==> src/rtl/t06_grid_spi_scanner.sv <==
// -----------------------------------------------------------------------------
// t06_grid_spi_scanner
//
// Reader side of the game's pixel-query interface. On each accepted
// frame_start the block walks the GRID_W x GRID_H play grid in row-major order
// (x fastest). For each cell it drives x/y, samples the returned flags and
// converts them to an RGB565 colour. It streams one RAMWR command byte followed
// by one 16-bit pixel per cell over a write-only SPI link (mode 0, MSB first).
//
// Optional feature macro: GAMEOVER_TINT_EN
//   When defined, background cells (no flag set) are sent as 16'h8000 while
//   gameover_in is high in the sample cycle. When undefined, gameover_in is
//   unused and background is always 16'h0000.
//
// Ports
//   clk          in   1  system clock, all logic on posedge
//   nrst         in   1  synchronous active-low reset
//   frame_start  in   1  one-cycle frame request, ignored while busy
//   apple_in     in   1  queried cell holds an apple
//   wall_in      in   1  queried cell is wall
//   body_in      in   1  queried cell is snake body
//   head_in      in   1  queried cell is snake head
//   gameover_in  in   1  game-over flag (tint feature only)
//   x_out        out  4  queried column
//   y_out        out  4  queried row
//   spi_sclk     out  1  SPI clock, idle low
//   spi_mosi     out  1  SPI data, MSB first
//   spi_cs_n     out  1  chip select, active low
//   spi_dc       out  1  0 = command byte, 1 = pixel data
//   busy         out  1  frame in progress
//   frame_done   out  1  one-cycle pulse at end of frame
// -----------------------------------------------------------------------------
module t06_grid_spi_scanner #(
    parameter int          GRID_W    = 16,
    parameter int          GRID_H    = 16,
    parameter int          SCLK_DIV  = 2,
    parameter logic [7:0]  RAMWR_CMD = 8'h2C
) (
    input  logic       clk,
    input  logic       nrst,
    input  logic       frame_start,
    input  logic       apple_in,
    input  logic       wall_in,
    input  logic       body_in,
    input  logic       head_in,
    input  logic       gameover_in,
    output logic [3:0] x_out,
    output logic [3:0] y_out,
    output logic       spi_sclk,
    output logic       spi_mosi,
    output logic       spi_cs_n,
    output logic       spi_dc,
    output logic       busy,
    output logic       frame_done
);

    localparam int               DIV_W    = $clog2(2 * SCLK_DIV + 1);
    localparam logic [DIV_W-1:0] DIV_HALF = DIV_W'(SCLK_DIV - 1);
    localparam logic [DIV_W-1:0] DIV_LAST = DIV_W'(2 * SCLK_DIV - 1);
    localparam logic [3:0]       X_LAST   = 4'(GRID_W - 1);
    localparam logic [3:0]       Y_LAST   = 4'(GRID_H - 1);

    // SETUP and HOLD are the one-cycle chip-select setup/hold slots that
    // bracket the serial stream with sclk low.
    typedef enum logic [2:0] {
        ST_IDLE,
        ST_SETUP,
        ST_CMD,
        ST_FETCH,
        ST_SAMPLE,
        ST_SHIFT,
        ST_HOLD,
        ST_DONE
    } state_t;

    state_t           state;
    logic [15:0]      shreg;
    logic [3:0]       bit_cnt;
    logic [DIV_W-1:0] div_cnt;
    logic [15:0]      bg_colour;

    // Priority encode the cell flags into an RGB565 colour.
    function automatic logic [15:0] cell_colour(
        input logic        head,
        input logic        body,
        input logic        apple,
        input logic        wall,
        input logic [15:0] bg
    );
        logic [15:0] c;
        if (head) begin
            c = 16'h07E0;
        end else if (body) begin
            c = 16'h03E0;
        end else if (apple) begin
            c = 16'hF800;
        end else if (wall) begin
            c = 16'hFFFF;
        end else begin
            c = bg;
        end
        return c;
    endfunction

`ifdef GAMEOVER_TINT_EN
    // Background colour follows the game-over flag.
    assign bg_colour = gameover_in ? 16'h8000 : 16'h0000;
`else
    logic unused_gameover;
    // Game-over flag has no effect in this build.
    assign unused_gameover = gameover_in;
    assign bg_colour       = 16'h0000;
`endif

    // Frame sequencer: grid walk, SPI bit timing and all registered outputs.
    always_ff @(posedge clk) begin
        if (!nrst) begin
            state      <= ST_IDLE;
            shreg      <= 16'h0000;
            bit_cnt    <= 4'd0;
            div_cnt    <= '0;
            x_out      <= 4'd0;
            y_out      <= 4'd0;
            spi_sclk   <= 1'b0;
            spi_mosi   <= 1'b0;
            spi_cs_n   <= 1'b1;
            spi_dc     <= 1'b0;
            busy       <= 1'b0;
            frame_done <= 1'b0;
        end else begin
            frame_done <= 1'b0;
            case (state)
                ST_IDLE: begin
                    if (frame_start) begin
                        state    <= ST_SETUP;
                        shreg    <= {RAMWR_CMD, 8'h00};
                        x_out    <= 4'd0;
                        y_out    <= 4'd0;
                        spi_cs_n <= 1'b0;
                        spi_dc   <= 1'b0;
                        busy     <= 1'b1;
                    end
                end
                ST_SETUP: begin
                    // First command bit is presented with sclk low.
                    spi_mosi <= shreg[15];
                    shreg    <= {shreg[14:0], 1'b0};
                    bit_cnt  <= 4'd0;
                    div_cnt  <= '0;
                    state    <= ST_CMD;
                end
                ST_CMD, ST_SHIFT: begin
                    // div_cnt 0..D-1 is the low phase, D..2D-1 the high phase.
                    if (div_cnt == DIV_HALF) begin
                        spi_sclk <= 1'b1;
                    end
                    if (div_cnt == DIV_LAST) begin
                        div_cnt  <= '0;
                        spi_sclk <= 1'b0;
                        if (bit_cnt == ((state == ST_CMD) ? 4'd7 : 4'd15)) begin
                            bit_cnt <= 4'd0;
                            if (state == ST_CMD) begin
                                spi_dc <= 1'b1;
                                x_out  <= 4'd0;
                                y_out  <= 4'd0;
                                state  <= ST_FETCH;
                            end else if ((x_out == X_LAST) && (y_out == Y_LAST)) begin
                                state <= ST_HOLD;
                            end else begin
                                if (x_out == X_LAST) begin
                                    x_out <= 4'd0;
                                    y_out <= y_out + 4'd1;
                                end else begin
                                    x_out <= x_out + 4'd1;
                                end
                                state <= ST_FETCH;
                            end
                        end else begin
                            // Next bit changes mosi on the falling sclk.
                            spi_mosi <= shreg[15];
                            shreg    <= {shreg[14:0], 1'b0};
                            bit_cnt  <= bit_cnt + 4'd1;
                        end
                    end else begin
                        div_cnt <= div_cnt + {{(DIV_W-1){1'b0}}, 1'b1};
                    end
                end
                ST_FETCH: begin
                    // x/y are already on the bus; give the flags a cycle to settle.
                    state <= ST_SAMPLE;
                end
                ST_SAMPLE: begin
                    spi_mosi <= cell_colour(head_in, body_in, apple_in, wall_in, bg_colour) >> 15;
                    shreg    <= cell_colour(head_in, body_in, apple_in, wall_in, bg_colour) << 1;
                    bit_cnt  <= 4'd0;
                    div_cnt  <= '0;
                    state    <= ST_SHIFT;
                end
                ST_HOLD: begin
                    spi_cs_n   <= 1'b1;
                    spi_dc     <= 1'b0;
                    spi_mosi   <= 1'b0;
                    spi_sclk   <= 1'b0;
                    busy       <= 1'b0;
                    frame_done <= 1'b1;
                    state      <= ST_DONE;
                end
                ST_DONE: begin
                    // frame_start is deliberately ignored here.
                    state <= ST_IDLE;
                end
                default: begin
                    state <= ST_IDLE;
                end
            endcase
        end
    end

endmodule

==> config.mk <==
export PLATFORM = sky130hd
export DESIGN_NAME = t06_grid_spi_scanner
export DESIGN_NICKNAME = d
export VERILOG_FILES = /design/src/rtl/t06_grid_spi_scanner.sv
export SDC_FILE = /design/constraint.sdc
export NUM_CORES = 1
export LEC_CHECK = 0
export ABC_CLOCK_PERIOD_IN_PS = 3300
export BUFFER_PORTS_ARGS = -buffer_cell sky130_fd_sc_hd__buf_2
export CAP_MARGIN = 0
export CORE_ASPECT_RATIO = 1.5
export CORE_MARGIN = 3
export CORE_UTILIZATION = 40
export DETAILED_ROUTE_END_ITERATION = 7
export PLACE_DENSITY_LB_ADDON = 0.3
export SLEW_MARGIN = 20
export SYNTH_ARGS = -nofsm -noshare
export SYNTH_HDL_FRONTEND = slang
export SYNTH_SLANG_ARGS = --single-unit
==> constraint.sdc <==
create_clock -name clk -period 3.3 [get_ports clk]
set_input_delay 0.165 -clock clk [delete_from_list [all_inputs] [get_ports clk]]
set_output_delay 0.165 -clock clk [all_outputs]
set_load 0.02 [all_outputs]
==> results.toml, run 1 <==
[synthesis]
yosys.area.top_type = "dfxtp_1"
ys_seq_elements = 39
ys_seq_area_share_pct = 38.07
post-synth-top-count-cell = "dfxtp_1"
synth_top_area_share_pct = 38.07
synth-simple-area-share_pct = 23.00
synth_area_leaders = "dfxtp_1 (38%), nand2_1 (6.8%), a21oi_1 (6.6%)"
synth_fa_ha_area_share_pct = 3.051
synthCells = 260
synth_xor_area_share_pct = 0.4271
synthMuxAreaShare_pct = 1.525
avgSynthCellArea_sq_um = 7.887
synth_common_cells = "dfxtp_1 (39), nand2_1 (37), a21oi_1 (27)"
ys.warnings.count = 0
synth_edf_count = 0
synth_cell_types = 48
ys.flop_type = "dfxtp_1"
synth_nets = 273
netlist_area_sq_mm = 0.002051
synth_top_family_by_area = "compound AO/OA/AOI/OAI gates"
synth-compound-area-share_pct = 30.08
ys_async_sr_fraction_pct = 0

[layout]
nets = 291
syn2layout_area_growth_pct = 10.98
antenna_cells = 0
drive_above_1_share_pct = 13.00

[timing]
fmax_mhz = 399.8
slew_viol_final = 0
rsz0062_at_grt = "false"
fin_tns_setup_ns = 0
whs_ns = 0.2666
tightest_slew_ns = 0.9309
setup_viol = 0
relSlewSlack_pct = 37.41
finalHoldViolCount = 0
finalCritPeriodShare_pct = 75.80
fin_worst_skew_ns = 0.008434
layout_min_cycle_time_ns = 2.501

[clocking]
clock-sinks = 39
holdBufCountCts = 0
cts_root_buf = "clkbuf_8"
post_cts_buffers = 0
clk_latency_ns = 0.30
numCtsBuffers = 5
cts_buffer_depth = 2
cts_tree = "done"
post_cts_resized = 0
htreeDepth = 2
clkSlewWorstSetupHoldPaths_ns = 0.07

[worst_setup_path]
cp-start-kind = "register"
cp-endpoint = "shreg[13]$_SDFFE_PN0P_"
cpMaxStageDelayCell = "o31ai_1"
r2r_end = "shreg[13]$_SDFFE_PN0P_"
startpoint = "div_cnt[0]$_SDFFE_PN0P_"
path_buf_inv = 0
critPathKind = "register to register"
rr_worst_depth = 7
path_delay_family = "compound AO/OA/AOI/OAI gates"
slowest_delay_ns = 0.78
regToRegSetupSlack_ns = 0.80
critPathArrivalTime_ns = 2.68
crit_path_cell_trace = "ha_1 > and2b_1 > nor2_1 > o31ai_1 > nand2_1 > a211oi_1 > nor3_1"
cp_max_fo = 7
cp.depth = 7
crit_required_ns = 3.48
endpoint_kind = "register"
regToRegStartpoint = "div_cnt[0]$_SDFFE_PN0P_"

[route]
routedWlPerCell_um = 14.20
drt_iter0_drc = 90
vias = 1974
drc = 0
postRouteWirelength_mm = 4.872
vias_per_cell = 5.755
first_pass_iters = 5
ant_nets = 0

[power]
ir_drop_v = 0.0004634
clockPowerShare_pct = 17.0
swShare_pct = 42.30
p_int_w = 0.001019
power.density_mw_per_mm2 = 776.1
finalPower_w = 0.001766
leakagePower_nw = 0.8639
seqPwrFrac_pct = 39.0
combPwrFrac_pct = 44.0
switchingPower_w = 0.0007472

[floorplan]
dieArea_sq_mm = 0.006040
coreArea_sq_mm = 0.004887
io_pins = 22
initial_core_util_pct = 41.96
rows = 31
die_h_um = 93.70
fp.dieW_um = 64.46

[global_routing]
grt_pass1_wl_mm = 8.266
antenna_found_initial = 0
grt_max_degree = 28
grt_usage_pct = 17.35
overflow = 0
grt_pass1_vias = 1872

[placement]
numPortBuffers = 20
place.gp.congestion = 0.7714
hpwl_mm = 3.487

[run_status]
status = "finished, final reports clean"

[min_path]
hold_class = "primary input to register"

[run]
maxCapViolCount = 0
-- metrics by stage --
step	setup slack (ns)	util [%]	cells	area, sq um
finish	0.7986	46.57	343	2276
floorplan	1.213	-	260	2051
global placement	0.8597	45.08	337	2203
CTS	0.7580	46.57	343	2276
global route	0.5198	46.57	343	2276
detailed placement	0.7817	45.08	337	2203
-- power groups by stage --
stage | Clock (W) | Sequential, W | Combinational, W
floorplan | 0 | 0.000661 | 0.000638
global placement | 0 | 0.000695 | 0.000761
detailed placement | 0 | 0.000697 | 0.000776
CTS | 0.000309 | 0.000687 | 0.000782
global route | 0.000326 | 0.000706 | 0.000877
finish | 0.000301 | 0.000689 | 0.000777
-- worst register-to-register path, cell delays in order (launching register included) --
cell      delay [ns]
dfxtp_1         0.43
ha_1            0.27
and2b_1         0.25
nor2_1          0.09
o31ai_1         0.78
nand2_1         0.21
a211oi_1        0.30
nor3_1          0.07
-- cell type report --
| cell class | count | area [sq um] |
|---|---|---|
| clock buffers | 6 | 72.57 |
| flip-flops and latches | 39 | 780.7 |
| inverters | 5 | 18.77 |
| well taps | 66 | 82.58 |
| fillers | 513 | 2611 |
| multi-input cells | 203 | 1191 |
| repair buffers | 24 | 130.1 |
-- how the worst min path moves through the flow --
| stage | start | endpoint | slack, ns | depth (start not counted) |
|---|---|---|---|---|
| 2_1_floorplan | frame_start | spi_cs_n$_SDFFE_PN1P_ | 0.41 | 3 |
| 6_report | frame_start | busy$_SDFFE_PN0P_ | 0.27 | 5 |
| 3_3_place_gp | shreg[3]$_SDFFE_PN0P_ | shreg[4]$_SDFFE_PN0P_ | 0.45 | 2 |
| 3_5_place_dp | shreg[1]$_SDFFE_PN0P_ | shreg[2]$_SDFFE_PN0P_ | 0.45 | 2 |
| 5_1_grt | frame_start | spi_cs_n$_SDFFE_PN1P_ | 0.32 | 4 |
| 4_1_cts | frame_start | busy$_SDFFE_PN0P_ | 0.27 | 5 |
-- registers in the layout, summed over array words and instances, names as in the netlist --
register,flops
spi_mosi,1
spi_cs_n,1
y_out,4
div_cnt,3
bit_cnt,4
spi_sclk,1
busy,1
shreg,15
x_out,4
spi_dc,1
state,3
frame_done,1
-- layer usage --
layer / GRT usage, % / routed length [um] / vias up
li1: - / - / 991
met1: 18.81 / 2080 / 917
met2: 31.03 / 2462 / 56
met3: 4.192 / 214 / 10
met4: 8.466 / 116 / 0
met5: 0 / 0 / -
-- logic make-up (layout without fill, tap and decap cells) --
logic type	Yosys count	in the layout
flip-flops	39	39
buffers and inverters	18	35
multiplexers	3	3
AO/OA/AOI/OAI	94	94
adder cells (fa/ha/maj)	5	5
AND/OR/NAND/NOR	100	100
XOR/XNOR	1	1
-- cell usage in the layout (no fill, tap or decap), types with 4 or more instances in the layout --
cell type,instances
a21oi_1,27
ha_1,5
o22ai_1,5
nand2_1,37
buf_4,4
dfxtp_1,39
nand2b_1,7
buf_2,20
o21ai_0,26
nor3_1,6
nor2_1,24
nand3_1,8
o2bb2ai_1,4
inv_1,4
nand4_1,5
clkbuf_8,5
a211oi_1,10
Note: power is estimated with default switching activity, not from simulation.
==> run 2: changes to the inputs <==
--- a/config.mk
+++ b/config.mk
@@ -5,7 +5,7 @@
 export SDC_FILE = /design/constraint.sdc
 export NUM_CORES = 1
 export LEC_CHECK = 0
-export ABC_CLOCK_PERIOD_IN_PS = 3300
+export ABC_CLOCK_PERIOD_IN_PS = 2470
 export BUFFER_PORTS_ARGS = -buffer_cell sky130_fd_sc_hd__buf_2
 export CAP_MARGIN = 0
 export CORE_ASPECT_RATIO = 1.5
==> constraint.sdc (replaced) <==
create_clock -name clk -period 2.47 [get_ports clk]
set_input_delay 0.1235 -clock clk [delete_from_list [all_inputs] [get_ports clk]]
set_output_delay 0.1235 -clock clk [all_outputs]
set_load 0.02 [all_outputs]
==> run 2 against run 1 <==
Against the previous run:
- worst hold slack got worse by 0.035 ns
- clock-buffer cell count up 2
- design area grew 4.2%
- first-iteration DRC count up 69%
- die area stayed put
- sequential cell count did not move
- via count grew 0.35%
- critical path depth unchanged
- combinational power up 45%
- largest cell class unchanged
==> results.toml, run 2 (synthesized netlist as in run 1, its figures left out) <==
[placement]
hpwl_mm = 3.436
numPortBuffers = 20
place.gp.congestion = 0.8096

[worst_setup_path]
crit_required_ns = 2.66
cpMaxStageDelayCell = "or3_4"
path_buf_inv = 0
critPathKind = "register to register"
path_delay_family = "compound AO/OA/AOI/OAI gates"
startpoint = "div_cnt[0]$_SDFFE_PN0P_"
cp-start-kind = "register"
critPathArrivalTime_ns = 2.36
regToRegStartpoint = "div_cnt[0]$_SDFFE_PN0P_"
crit_path_cell_trace = "ha_1 > and2b_1 > o22ai_1 > a22o_2 > or3_4 > a21o_1 > a32o_1"
endpoint_kind = "register"
cp_max_fo = 6
slowest_delay_ns = 0.43

[global_routing]
overflow = 0
grt_max_degree = 28
antenna_found_initial = 0
grt_pass1_wl_mm = 8.362
grt_usage_pct = 17.07
grt_pass1_vias = 1853

[floorplan]
die_h_um = 93.70
dieArea_sq_mm = 0.006040
fp.dieW_um = 64.46
coreArea_sq_mm = 0.004887
io_pins = 22
rows = 31
initial_core_util_pct = 41.96

[layout]
final_common_cell = "dfxtp_1"
mostFrequentLayoutCells = "dfxtp_1 (39), nand2_1 (37), a21oi_1 (27), o21ai_0 (26), nor2_1 (24)"
largest_register_ffs = 15
final_util_pct = 48.52
drive_above_1_share_pct = 16.32
fillCellCount = 491
syn2layout_area_growth_pct = 15.62
nets = 300
antenna_cells = 0
regMostFlops = "shreg"

[route]
first_pass_iters = 4
drt_iter0_drc = 152
drc = 0
postRouteWirelength_mm = 4.685
wl_met2_mm = 2.331
vias = 1981
ant_nets = 0
vias_per_cell = 5.596
route.met3.wl_um = 186
routedWlPerCell_um = 13.23
top_layer_used = "met4"
wl_met1_mm = 2.080

[clocking]
cts_root_buf = "clkbuf_8"
cts_tree = "done"
cts_buffer_depth = 2
post_cts_resized = 0
htreeDepth = 2
holdBufCountCts = 0
post_cts_buffers = 0
numCtsBuffers = 5
clkSlewWorstSetupHoldPaths_ns = 0.08
clk_latency_ns = 0.29
clock-sinks = 39

[timing]
rsz0062_at_grt = "false"
finalCritPeriodShare_pct = 87.94
setup_viol = 0
relSlewSlack_pct = 59.52
fmax_mhz = 460.4
fin_tns_setup_ns = 0
fin_worst_skew_ns = 0.007195
layout_min_cycle_time_ns = 2.172
slew_viol_final = 0
tightest_slew_ns = 0.6035
finalHoldViolCount = 0

[power]
power.density_mw_per_mm2 = 1050
leakagePower_nw = 0.9237
ir_drop_v = 0.0005447

[run_status]
status = "finished, final reports clean"

[min_path]
hold_class = "primary input to register"
hold_start = "frame_start"

[run]
maxCapViolCount = 0
-- run 2: metal layers --
layer	vias up	GRT usage [%]
met5	-	0
met2	43	30.00
met4	0	6.349
li1	1007	-
met1	922	20.22
met3	9	3.473
-- run 2: path summary, 6_finish.rpt --
kind | endpoint | slack, ns | cells past startpoint
setup / recovery | state[0]$_SDFFE_PN0P_ | 0.30 | 7
hold / removal | busy$_SDFFE_PN0P_ | 0.23 | 5
setup reg to reg | state[0]$_SDFFE_PN0P_ | 0.30 | 7
hold reg to reg | shreg[4]$_SDFFE_PN0P_ | 0.46 | 2
-- run 2: worst min-delay path, cell delays in order --
cell	delay, ns
buf_2	0.11
a21oi_1	0.06
nor2_1	0.08
a21oi_1	0.04
nor2_1	0.07
-- run 2: layout make-up --
class / count / area [sq um] / area share, %
clock buffers: 8 / 100.1 / 4.222
inverters: 5 / 18.77 / 0.7916
multi-input cells: 203 / 1191 / 50.24
flip-flops and latches: 39 / 780.7 / 32.93
well taps: 66 / 82.58 / 3.483
repair buffers: 33 / 197.7 / 8.338
-- run 2: stage by stage --
stage	total power (W)	worst slack [ns]	hold WS, ns	area (sq um)	cells
2_1_floorplan	0.001736	0.3829	0.3699	2051	260
3_3_place_gp	0.002010	0.3211	0.4465	2271	346
3_5_place_dp	0.002023	0.2983	0.4536	2271	346
4_1_cts	0.002500	0.2893	0.2332	2371	354
5_1_grt	0.002678	0.1589	0.2957	2371	354
6_report	0.002490	0.2978	0.2318	2371	354
-- run 2: where the power goes --
group / switching, W / internal [W] / total, W
combinational: 0.000672 / 0.000459 / 0.00113
sequential: 0.000112 / 0.000773 / 0.000885
clock: 0.000219 / 0.000255 / 0.000474
total: 0.00100 / 0.00149 / 0.00249
